--- src/rtl/alu_div_seq.sv ---
// Iterative restoring divider for RV32M DIV/DIVU/REM/REMU, one quotient bit per clock.
// Optional early-out for zero divisor or small dividend: define ALU_DIV_EARLY_OUT_EN.
module alu_div_seq #(
  parameter int WIDTH = 32
) (
  input  logic             i_clk,
  input  logic             i_rst,
  input  logic             i_start,
  input  logic             i_signed,
  input  logic [WIDTH-1:0] i_dividend,
  input  logic [WIDTH-1:0] i_divisor,
  output logic             o_busy,
  output logic             o_done,
  output logic [WIDTH-1:0] o_quotient,
  output logic [WIDTH-1:0] o_remainder,
  output logic             o_div_by_zero
);

  localparam int CW = $clog2(WIDTH + 1);

  typedef enum logic [1:0] {
    IDLE,
    CALC,
    FIX
  } state_t;

  state_t           state;
  logic [WIDTH-1:0] quo;
  logic [WIDTH-1:0] rem;
  logic [WIDTH-1:0] dvs;
  logic [WIDTH-1:0] dvd;
  logic [CW-1:0]    count;
  logic             neg_q;
  logic             neg_r;
  logic             dbz;

  logic [WIDTH-1:0] mag_a;
  logic [WIDTH-1:0] mag_b;
  logic [WIDTH:0]   rem_sh;
  logic [WIDTH:0]   diff;
  logic [WIDTH-1:0] fix_q;
  logic [WIDTH-1:0] fix_r;
  logic             zero_b;

  // operand magnitudes, trial subtraction and final sign correction
  always_comb begin
    mag_a  = (i_signed && i_dividend[WIDTH-1]) ? -i_dividend : i_dividend;
    mag_b  = (i_signed && i_divisor[WIDTH-1]) ? -i_divisor : i_divisor;
    zero_b = (i_divisor == '0);
    rem_sh = {rem, quo[WIDTH-1]};
    diff   = rem_sh - {1'b0, dvs};
    fix_q  = neg_q ? -quo : quo;
    fix_r  = neg_r ? -rem : rem;
  end

  // control FSM with registered result outputs
  always_ff @(posedge i_clk or posedge i_rst) begin
    if (i_rst) begin
      state         <= IDLE;
      quo           <= '0;
      rem           <= '0;
      dvs           <= '0;
      dvd           <= '0;
      count         <= '0;
      neg_q         <= 1'b0;
      neg_r         <= 1'b0;
      dbz           <= 1'b0;
      o_busy        <= 1'b0;
      o_done        <= 1'b0;
      o_quotient    <= '0;
      o_remainder   <= '0;
      o_div_by_zero <= 1'b0;
    end else begin
      o_done <= 1'b0;
      unique case (state)
        IDLE: begin
          if (i_start) begin
            dvs    <= mag_b;
            dvd    <= i_dividend;
            neg_q  <= i_signed & (i_dividend[WIDTH-1] ^ i_divisor[WIDTH-1]);
            neg_r  <= i_signed & i_dividend[WIDTH-1];
            dbz    <= zero_b;
            count  <= CW'(WIDTH);
            o_busy <= 1'b1;
`ifdef ALU_DIV_EARLY_OUT_EN
            if (zero_b || (mag_a < mag_b)) begin
              quo   <= '0;
              rem   <= mag_a;
              state <= FIX;
            end else begin
              quo   <= mag_a;
              rem   <= '0;
              state <= CALC;
            end
`else
            quo   <= mag_a;
            rem   <= '0;
            state <= CALC;
`endif
          end
        end
        CALC: begin
          if (!diff[WIDTH]) begin
            rem <= diff[WIDTH-1:0];
            quo <= {quo[WIDTH-2:0], 1'b1};
          end else begin
            rem <= rem_sh[WIDTH-1:0];
            quo <= {quo[WIDTH-2:0], 1'b0};
          end
          count <= count - 1'b1;
          if (count == CW'(1)) state <= FIX;
        end
        FIX: begin
          if (dbz) begin
            o_quotient  <= '1;
            o_remainder <= dvd;
          end else begin
            o_quotient  <= fix_q;
            o_remainder <= fix_r;
          end
          o_div_by_zero <= dbz;
          o_done        <= 1'b1;
          o_busy        <= 1'b0;
          state         <= IDLE;
        end
        default: state <= IDLE;
      endcase
    end
  end

endmodule

--- config.mk ---
export PLATFORM = sky130hd
export DESIGN_NAME = alu_div_seq
export DESIGN_NICKNAME = d
export VERILOG_FILES = /design/src/rtl/alu_div_seq.sv
export SDC_FILE = /design/constraint.sdc
export NUM_CORES = 1
export LEC_CHECK = 0
export BUFFER_PORTS_ARGS = -buffer_cell sky130_fd_sc_hd__buf_2
export CAP_MARGIN = 20
export CORE_MARGIN = 8
export CORE_UTILIZATION = 40
export DETAILED_ROUTE_END_ITERATION = 10
export HOLD_SLACK_MARGIN = 0.03
export SYNTH_ARGS = -nofsm -noshare
export SYNTH_HDL_FRONTEND = slang
export SYNTH_SLANG_ARGS = --single-unit
--- constraint.sdc ---
create_clock -name i_clk -period 8.1 [get_ports i_clk]
set_clock_uncertainty 0.1 [all_clocks]
set_input_delay 0.405 -clock i_clk [delete_from_list [all_inputs] [get_ports i_clk]]
set_output_delay 0.405 -clock i_clk [all_outputs]
set_load 0.02 [all_outputs]
==> results of run 1 <==
==> logic make-up after synthesis <==
family,after synthesis,share of synthesized area (%)
compound gates,460,21.8
buf+inv,138,4.02
flops,206,39.8
simple gates,577,20.9
mux,10,0.782
fa+ha+maj,39,3.82
xor+xnor,132,8.92
==> per-layer routing <==
layer	global-route usage, %	share of wire [%]	vias to the layer above
li1	-	-	5767
met1	27.0	48	5424
met2	30.3	45	277
met3	2.31	4.4	43
met4	4.10	1.9	0
met5	0	0	-
==> critical path, cell delays in order (launching register included) <==
cell and delay (ns):
dfrtp_1 0.36, inv_1 0.09, ha_1 0.24, fa_1 0.38
nand2b_1 0.20, a21oi_1 0.24, o211ai_1 0.21, a211oi_1 0.51
o2111a_1 0.30, or3_1 0.78, nand3_1 0.38, o211ai_1 0.28
==> Yosys cell counts, types with 4 or more instances <==
master      n
or2_2       6
ha_1       38
a21oi_1   118
o41ai_1    15
a31oi_1    11
nor4_1     10
clkbuf_1   71
xnor2_1    45
o21bai_1    4
nor2_1    113
and3_1     14
dfrtp_1   206
nand3b_1    4
xor2_1     87
nand2b_1   15
a21o_1      9
a211oi_1    8
nand3_1    29
o211ai_1   42
or3_1      15
nand4_1    26
o21a_1      9
a22oi_1    23
a22o_1      7
buf_1      12
or4_1      15
o21ai_0   160
nor3_1     15
nand2_1   282
nor2b_1     6
inv_1      53
o31ai_1    26
and2_1      5
mux2i_1     9
==> layout make-up <==
| cell class | count | area [µm²] |
|---|---|---|
| multi-input combinational | 1218 | 7300 |
| timing repair buffer | 165 | 946 |
| fill | 3199 | 17300 |
| inverter | 53 | 206 |
| sequential | 206 | 5160 |
| clock buffer | 33 | 674 |
| tap | 408 | 510 |
| clock inverter | 11 | 146 |
==> power groups by stage <==
| stage | clock [mW] | sequential [mW] | combinational (mW) |
|---|---|---|---|
| 3_3_place_gp | 0 | 2.04 | 3.69 |
| 3_5_place_dp | 0 | 2.06 | 3.73 |
| 5_1_grt | 1.20 | 2.13 | 4.24 |
| 4_1_cts | 1.16 | 2.05 | 3.76 |
| 6_report | 1.13 | 2.05 | 3.75 |
| 2_1_floorplan | 0 | 2.04 | 2.70 |
==> flip-flops by register name, summed over array words and instances (netlist names) <==
name	flops
count	6
o_done	1
o_div_by_zero	1
o_busy	1
dvs	32
neg_q	1
dvd	32
state	2
o_quotient	32
dbz	1
quo	32
rem	32
neg_r	1
o_remainder	32
==> timing repair <==
action,CTS,global route
hold endpoints to repair,119,0
hold buffers,17,0
setup buffers,0,0
gates resized for setup,0,0
==> path summary, 6_finish.rpt <==
path                       slack [ns]                       start  cells after the start                         end
setup reg to reg                 3.97         quo[31]$_DFFE_PP0P_                     11         rem[26]$_DFFE_PP0P_
hold reg to reg                  0.36  o_quotient[26]$_DFFE_PP0P_                      2  o_quotient[26]$_DFFE_PP0P_
min in group asynchronous        0.43                       i_rst                      3            o_done$_DFF_PP0_
hold / removal                   0.05              i_dividend[19]                      3         dvd[19]$_DFFE_PP0P_
setup / recovery                 3.97         quo[31]$_DFFE_PP0P_                     11         rem[26]$_DFFE_PP0P_
max in group asynchronous        6.27                       i_rst                      4         quo[16]$_DFFE_PP0P_
==> through the flow <==
step	utilization [%]	cells	worst slack [ns]	hold slack, ns	instance area (µm²)
3_3_place_gp	43.3	2033	4.13	0.348	14000
2_1_floorplan	-	1562	1.97	0.337	13000
4_1_cts	46.4	2094	4.01	0.0313	14900
6_report	46.4	2094	3.97	0.0521	14900
3_5_place_dp	43.3	2033	4.04	0.352	14000
5_1_grt	46.4	2094	3.69	0.0500	14900
==> impl_metrics.csv, run 1 <==
group,metric,value,unit
run_status,outcome,"finished clean",
cells_and_area,layout-drive-gt1-share,12.8,%
run,maxCapViolCount,0,
worst_hold_path,hold_path.class,"input pin to flip-flop",
synth,synth_edf_count,0,
clocking,root_buffer,"clkbuf_16",
sta,max_slew_margin,34.2,%
power,intPower,3.68,mW
drt,initialDrtViolationCount,785,
drt,routed-via-count,11500,
power,powerDensity,464,nW/µm²
synth,ys_warn_count,0,
cells_and_area,syn_to_final_growth,15.3,%
clocking,cts_max_path_buffers,3,
clocking,clk_pin_slew,0.06,ns
synth,synth_area,13000,µm²
synth,yosys-top-cells-area,"dfrtp_1 40%, nand2_1 8.2%, o21ai_0 6.2%",
clocking,cts.sinks,206,
sta,max_freq,242,MHz
sta,tightest_slew,0.988,ns
synth,yosysSeqAreaShare,39.8,%
critical_path,cp.arrival,4.47,ns
floorplanning,floorplan.rows,66,
critical_path,critPathKind,"flip-flop to flip-flop",
drt,wire_per_inst,17.5,µm
synth,async_flop_share,100,%
synth,synthCells,1562,
placement,port_buffers,134,
power,power.leakage,6.70,nW
drt,vias_per_cell,5.50,
sta,final_hold_viol_count,0,
placement,gp_congestion,0.873,
synth,ys.flop_type,"dfrtp_1",
floorplanning,die_h,196,µm
grt,grt_pass1_wl,60700,µm
sta,timing.final.crit_share,51.0,%
cells_and_area,n_antenna_cell,0,
drt,wl,36700,µm
floorplanning,die_area,38400,µm²
synth,yosys.area.top_type,"dfrtp_1",
floorplanning,initial_utilization,40.2,%
power,seqPwrFrac,29.6,%
floorplanning,core-area,32200,µm²
sta,setup_violations,0,
sta,rsz0062_at_grt,"false",
clocking,ctsHtreeMaxLevel,1,
power,switching_power,3.25,mW
drt,ant_nets,0,
critical_path,crit_fanout,27,
power,irDropWorstVdd,173,µV
cells_and_area,nets,1775,
grt,grt_use_total,18.9,%
sta,tns,0,ns
floorplanning,design.portCount,135,
cells_and_area,layout_commonest_cell,"nand2_1",
grt,overflow,0,
synth,syn_area_per_cell,8.29,µm²
clocking,cts-buffers-inserted,24,
clocking,cts_tree,"yes",
power,p_total,6.94,mW
grt,grt_max_degree,106,
synth,synth_top_area_share,39.8,%
grt,antenna_found_initial,0,
power,clockPowerShare,16.3,%
cells_and_area,mostFrequentLayoutCells,"281 x nand2_1, 205 x dfrtp_1, 160 x o21ai_0",
synth,synth-seq-cells,206,
critical_path,required,8.44,ns
power,pwr-share-comb,54.1,%
synth,ys_types,67,
clocking,insertion_delay,0.53,ns
power,p_sw_share,46.9,%
drt,drt-pass1-iter-count,5,
placement,hpwl,26900,µm
grt,grt_pass1_vias,11200,
drt,drcViolationCount,0,
floorplanning,die_w,196,µm
critical_path,end_kind,"flip-flop",
critical_path,startpoint_type,"flip-flop",
sta,fin_crit,4.13,ns
synth,synth_nets,1669,
sta,maxSlewViolCount,0,
No activity file was read; power rests on OpenSTA's default activity.
==> run 2: changes to the inputs <==
==> constraint.sdc (replaced) <==
create_clock -name i_clk -period 3.7 [get_ports i_clk]
set_clock_uncertainty 0.1 [all_clocks]
set_input_delay 0.185 -clock i_clk [delete_from_list [all_inputs] [get_ports i_clk]]
set_output_delay 0.185 -clock i_clk [all_outputs]
set_load 0.02 [all_outputs]
==> run 2 against run 1 <==
Flip-flop and latch count unchanged. Combinational power up 130%. Non-clock buffer count up 89. Hold slack better by 0.19 ns. Clock power up 110%. Setup slack worse by 3.7 ns. First-iteration DRC count unchanged. Die area unchanged. Critical path type unchanged. Critical endpoint is now rem[25]$_DFFE_PP0P_. Highest routed layer unchanged.
==> impl_metrics.csv, run 2 (same netlist as run 1, synthesis figures left out) <==
group,metric,value,unit
run_status,outcome,"finished clean",
drt,wl,37400,µm
power,irDropWorstVdd,402,µV
sta,timing.final.crit_share,93.7,%
clocking,clk_pin_slew,0.06,ns
cells_and_area,final_util,48.8,%
clocking,cts-buffers-inserted,25,
floorplanning,floorplan.rows,66,
cells_and_area,fin_area,15700,µm²
cells_and_area,syn_to_final_growth,21.4,%
sta,rsz0062_at_grt,"false",
grt,grt_pass1_vias,11500,
sta,final_hold_viol_count,0,
clocking,cts.sinks,206,
cells_and_area,layout_commonest_cell,"nand2_1",
sta,setup_violations,0,
grt,grt_pass1_wl,60800,µm
sta,tns,0,ns
grt,overflow,0,
drt,drcViolationCount,0,
critical_path,cpMaxStageDelayCell,"or4_1",
critical_path,r2r-end,"rem[25]$_DFFE_PP0P_",
drt,routed-via-count,11800,
sta,maxSlewViolCount,0,
critical_path,crit_chain,"ha_1, a21oi_1, nor3b_1, a21oi_1, a211oi_1, buf_4, o2111a_1, buf_4, o21a_1, buf_4, or4_1, o211ai_1",
floorplanning,die_h,196,µm
clocking,root_buffer,"clkbuf_16",
sta,worst_slack,0.232,ns
floorplanning,design.portCount,135,
worst_hold_path,hold_path.class,"input pin to asynchronous set/reset pin",
critical_path,cp.arrival,3.79,ns
cells_and_area,fillers,3125,
critical_path,r2r_slack,0.23,ns
run,maxCapViolCount,0,
critical_path,crit_top_cell,"buf_4",
grt,antenna_found_initial,0,
clocking,ctsHtreeMaxLevel,1,
critical_path,startpoint_type,"flip-flop",
floorplanning,die_w,196,µm
floorplanning,die_area,38400,µm²
placement,hpwl,27600,µm
clocking,cts_max_path_buffers,3,
drt,ant_nets,0,
critical_path,crit_fanout,12,
sta,tightest_slew,0.932,ns
critical_path,cpPeakStageDelay,0.51,ns
grt,grt_max_degree,97,
sta,max_freq,288,MHz
placement,dpl_cell_area,14200,µm²
placement,pre_cts_ws,0.192,ns
cells_and_area,layout-drive-gt1-share,14.1,%
sta,fin_crit,3.47,ns
sta,max_slew_margin,37.9,%
cells_and_area,n_antenna_cell,0,
floorplanning,initial_utilization,40.2,%
cells_and_area,nets,1865,
critical_path,required,4.03,ns
critical_path,ff2ff_path_depth,12,
drt,wire_per_inst,17.1,µm
placement,gp_congestion,0.846,
floorplanning,core-area,32200,µm²
drt,initialDrtViolationCount,785,
critical_path,r2r_start,"rem[6]$_DFFE_PP0P_",
drt,drt-pass1-iter-count,5,
cells_and_area,mostFrequentLayoutCells,"281 x nand2_1, 205 x dfrtp_1, 160 x o21ai_0",
placement,port_buffers,134,
power,powerDensity,977,nW/µm²
grt,grt_use_total,19.0,%
critical_path,critPathKind,"flip-flop to flip-flop",
drt,vias_per_cell,5.38,
clocking,cts_tree,"yes",
power,power.leakage,7.09,nW
clocking,insertion_delay,0.53,ns
critical_path,end_kind,"flip-flop",
==> run 2: cell count changes in the layout (fill, tap and decap cells not counted), moves of 2 or more <==
cell	previous run	this run
inv_6	0	2
bufinv_16	3	1
buf_4	14	44
dlygate4sd3_1	17	75
clkinv_2	5	11
clkbuf_8	4	2
==> run 2: worst max path at each step <==
stage	from	endpoint	cells after the start
2_1_floorplan	quo[31]$_DFFE_PP0P_	rem[10]$_DFFE_PP0P_	12
3_3_place_gp	quo[31]$_DFFE_PP0P_	rem[8]$_DFFE_PP0P_	14
3_5_place_dp	quo[31]$_DFFE_PP0P_	rem[8]$_DFFE_PP0P_	14
4_1_cts	quo[31]$_DFFE_PP0P_	rem[9]$_DFFE_PP0P_	14
5_1_grt	quo[31]$_DFFE_PP0P_	rem[25]$_DFFE_PP0P_	14
6_report	rem[6]$_DFFE_PP0P_	rem[25]$_DFFE_PP0P_	12
==> run 2: repair_timing <==
action	CTS	global route
setup buffers	0	1
hold buffers	75	0
endpoints found under the setup margin	0	18
endpoints found under the hold margin	127	0
gates resized for setup	0	2
==> run 2: routing by layer <==
| layer | global-route usage (%) | routed length [µm] | vias up |
|---|---|---|---|
| met4 | 3.79 | 609 | 0 |
| met3 | 2.86 | 1980 | 42 |
| li1 | - | - | 5930 |
| met5 | 0 | 0 | - |
| met1 | 26.1 | 17600 | 5529 |
| met2 | 31.5 | 17200 | 265 |
==> run 2: power breakdown <==
group	switching, mW	leakage [nW]	internal, mW
clock	0.962	0.398	1.35
sequential	0.958	2.59	3.34
combinational	5.27	4.09	3.49
total	7.19	7.09	8.18
==> run 2: cell type report <==
class,count,area [µm²],share of cell area (%)
sequential,206,5160,32.8
clock buffer,31,668,4.25
inverter,53,203,1.29
clock inverter,15,111,0.708
tap,408,510,3.25
multi-input combinational,1218,7310,46.5
timing repair buffer,254,1770,11.3
==> run 2: critical path: cells and delay by family (launching register included) <==
family	cells	cell delay (ns)
compound gates	6	1.32
simple gates	2	0.58
buf+inv	3	0.52
flops	1	0.46
fa+ha+maj	1	0.39
==> run 2: stage by stage <==
step | instances | hold WS (ns) | power (mW)
6_report | 2185 | 0.242 | 15.4
5_1_grt | 2185 | 0.302 | 16.7
4_1_cts | 2184 | 0.249 | 15.4
3_5_place_dp | 2063 | 0.249 | 13.0
3_3_place_gp | 2063 | 0.251 | 12.8
2_1_floorplan | 1562 | 0.190 | 10.4
==> run 3: changes to the inputs <==
--- a/config.mk
+++ b/config.mk
@@ -5,12 +5,13 @@
 export SDC_FILE = /design/constraint.sdc
 export NUM_CORES = 1
 export LEC_CHECK = 0
-export BUFFER_PORTS_ARGS = -buffer_cell sky130_fd_sc_hd__buf_2
+export BUFFER_PORTS_ARGS = -buffer_cell sky130_fd_sc_hd__buf_4
 export CAP_MARGIN = 20
 export CORE_MARGIN = 8
 export CORE_UTILIZATION = 40
 export DETAILED_ROUTE_END_ITERATION = 10
 export HOLD_SLACK_MARGIN = 0.03
+export MAX_ROUTING_LAYER = met4
 export SYNTH_ARGS = -nofsm -noshare
 export SYNTH_HDL_FRONTEND = slang
 export SYNTH_SLANG_ARGS = --single-unit
==> run 3 against run 2 <==
Largest power group unchanged. Final cell count decreased by 0.18%. Setup slack improved by 0.054 ns. Combinational power up 2.5%. Power is 1.8% higher. Die area stayed put. Clock power up 2%. Via count is 0.14% higher.
==> impl_metrics.csv, run 3 (same netlist as run 1, synthesis figures left out) <==
group,metric,value,unit
run_status,outcome,"finished clean",
drt,drcViolationCount,0,
sta,worst_slack,0.286,ns
critical_path,crit_buf_inv,2,
placement,pre_cts_ws,0.174,ns
sta,rsz0062_at_grt,"false",
sta,setup_violations,0,
cells_and_area,syn_to_final_growth,24.0,%
cells_and_area,fin_area,16100,µm²
clocking,cts-buffers-inserted,25,
placement,hpwl,27800,µm
cells_and_area,layout-drive-gt1-share,13.6,%
worst_hold_path,hold_path.class,"input pin to asynchronous set/reset pin",
drt,initialDrtViolationCount,706,
clocking,cts_max_path_buffers,3,
drt,routed-via-count,11800,
clocking,cts.sinks,206,
clocking,cts_setup_buffers,0,
sta,timing.hold.ws,0.175,ns
drt,vias_per_cell,5.40,
floorplanning,design.portCount,135,
clocking,cts_tree,"yes",
sta,tightest_slew,0.885,ns
grt,grt_pass1_vias,11600,
critical_path,cp.arrival,3.74,ns
floorplanning,die_w,196,µm
clocking,insertion_delay,0.53,ns
critical_path,critPathKind,"flip-flop to flip-flop",
sta,max_slew_margin,41.0,%
drt,wire_per_inst,17.4,µm
grt,grt_max_degree,138,
power,power.leakage,7.14,nW
cells_and_area,layout_commonest_cell,"nand2_1",
drt,wl,37900,µm
sta,tns,0,ns
sta,fin_crit,3.41,ns
clocking,root_buffer,"clkbuf_16",
floorplanning,floorplan.rows,66,
critical_path,cpMaxStageDelayCell,"or4_1",
sta,final_hold_viol_count,0,
placement,gp_congestion,0.884,
floorplanning,die_area,38400,µm²
floorplanning,initial_utilization,40.2,%
critical_path,critPathTopFamily,"compound AO/OA/AOI/OAI gates",
floorplanning,die_h,196,µm
power,p_total,15.6,mW
grt,overflow,0,
sta,max_freq,293,MHz
cells_and_area,mostFrequentLayoutCells,"281 x nand2_1, 205 x dfrtp_1, 174 x buf_4",
grt,grt_use_total,20.0,%
cells_and_area,n_antenna_cell,0,
grt,antenna_found_initial,0,
critical_path,crit_fanout,12,
sta,timing.final.crit_share,92.3,%
sta,maxSlewViolCount,0,
grt,grt_pass1_wl,62500,µm
cells_and_area,nets,1861,
power,powerDensity,974,nW/µm²
placement,dpl_cell_area,14500,µm²
critical_path,cpPeakStageDelay,0.51,ns
clocking,ctsHtreeMaxLevel,1,
run,maxCapViolCount,0,
critical_path,required,4.02,ns
clocking,clk_pin_slew,0.06,ns
power,irDropWorstVdd,446,µV
floorplanning,core-area,32200,µm²
placement,port_buffers,134,
critical_path,startpoint_type,"flip-flop",
drt,ant_nets,0,
critical_path,end_kind,"flip-flop",
critical_path,crit_chain,"ha_1, a21oi_1, nor3b_1, a21oi_1, a211oi_1, buf_4, o2111a_1, o21a_1, buf_4, or4_1, o211ai_1",
drt,drt-pass1-iter-count,5,
[run 3: through the flow]
stage / utilization [%] / std cells
after CTS: 49.9 / 2181
after floorplan: - / 1562
after global routing: 49.9 / 2181
after global placement: 45.1 / 2062
after detailed placement: 45.1 / 2062
final: 49.9 / 2181
[run 3: cell type report]
cell class              count  area (µm²)
clock buffers              41         736
clock inverters             5        56.3
well taps                 408         510
fillers                  3110       16100
inverters                  53         203
multi-input cells        1218        7310
repair buffers            250        2100
flip-flops and latches    206        5160
[run 3: repair_timing]
item                                    4_1_cts  5_1_grt
endpoints found under the setup margin        0        8
hold buffers                                 73        0
gates resized for setup                       0        2
endpoints found under the hold margin       118        0
[run 3: power by group]
| group | total [mW] | internal [mW] | switching [mW] |
|---|---|---|---|
| registers | 4.32 | 3.34 | 0.977 |
| clock network | 2.37 | 1.42 | 0.947 |
| logic | 8.97 | 3.68 | 5.29 |
| total | 15.6 | 8.44 | 7.21 |
[run 3: routing by layer]
metal  GRT usage [%]  vias up  wire (µm)
met5               -        -          0
met4            3.45        0        541
met3            2.24       44       1590
met2            31.9      256      17300
met1            27.6     5556      18500
li1                -     5926          -
[run 3: path summary, 6_finish.rpt]
| kind | cells after the start | endpoint | start | slack, ns |
|---|---|---|---|---|
| worst max register to register | 11 | rem[25]$_DFFE_PP0P_ | rem[6]$_DFFE_PP0P_ | 0.29 |
| worst max-delay path | 11 | rem[25]$_DFFE_PP0P_ | rem[6]$_DFFE_PP0P_ | 0.29 |
| worst min-delay path | 3 | o_remainder[13]$_DFFE_PP0P_ | i_rst | 0.18 |
| max in group asynchronous | 4 | quo[3]$_DFFE_PP0P_ | i_rst | 2.25 |
| min in group i_clk | 4 | dvd[10]$_DFFE_PP0P_ | i_dividend[10] | 0.33 |
| worst min register to register | 2 | dvs[26]$_DFFE_PP0P_ | dvs[26]$_DFFE_PP0P_ | 0.37 |
[run 3: worst min-delay path, stage by stage]
cell and delay [ns]:
dlygate4sd3_1 0.53, buf_4 0.14, clkinvlp_4 0.38
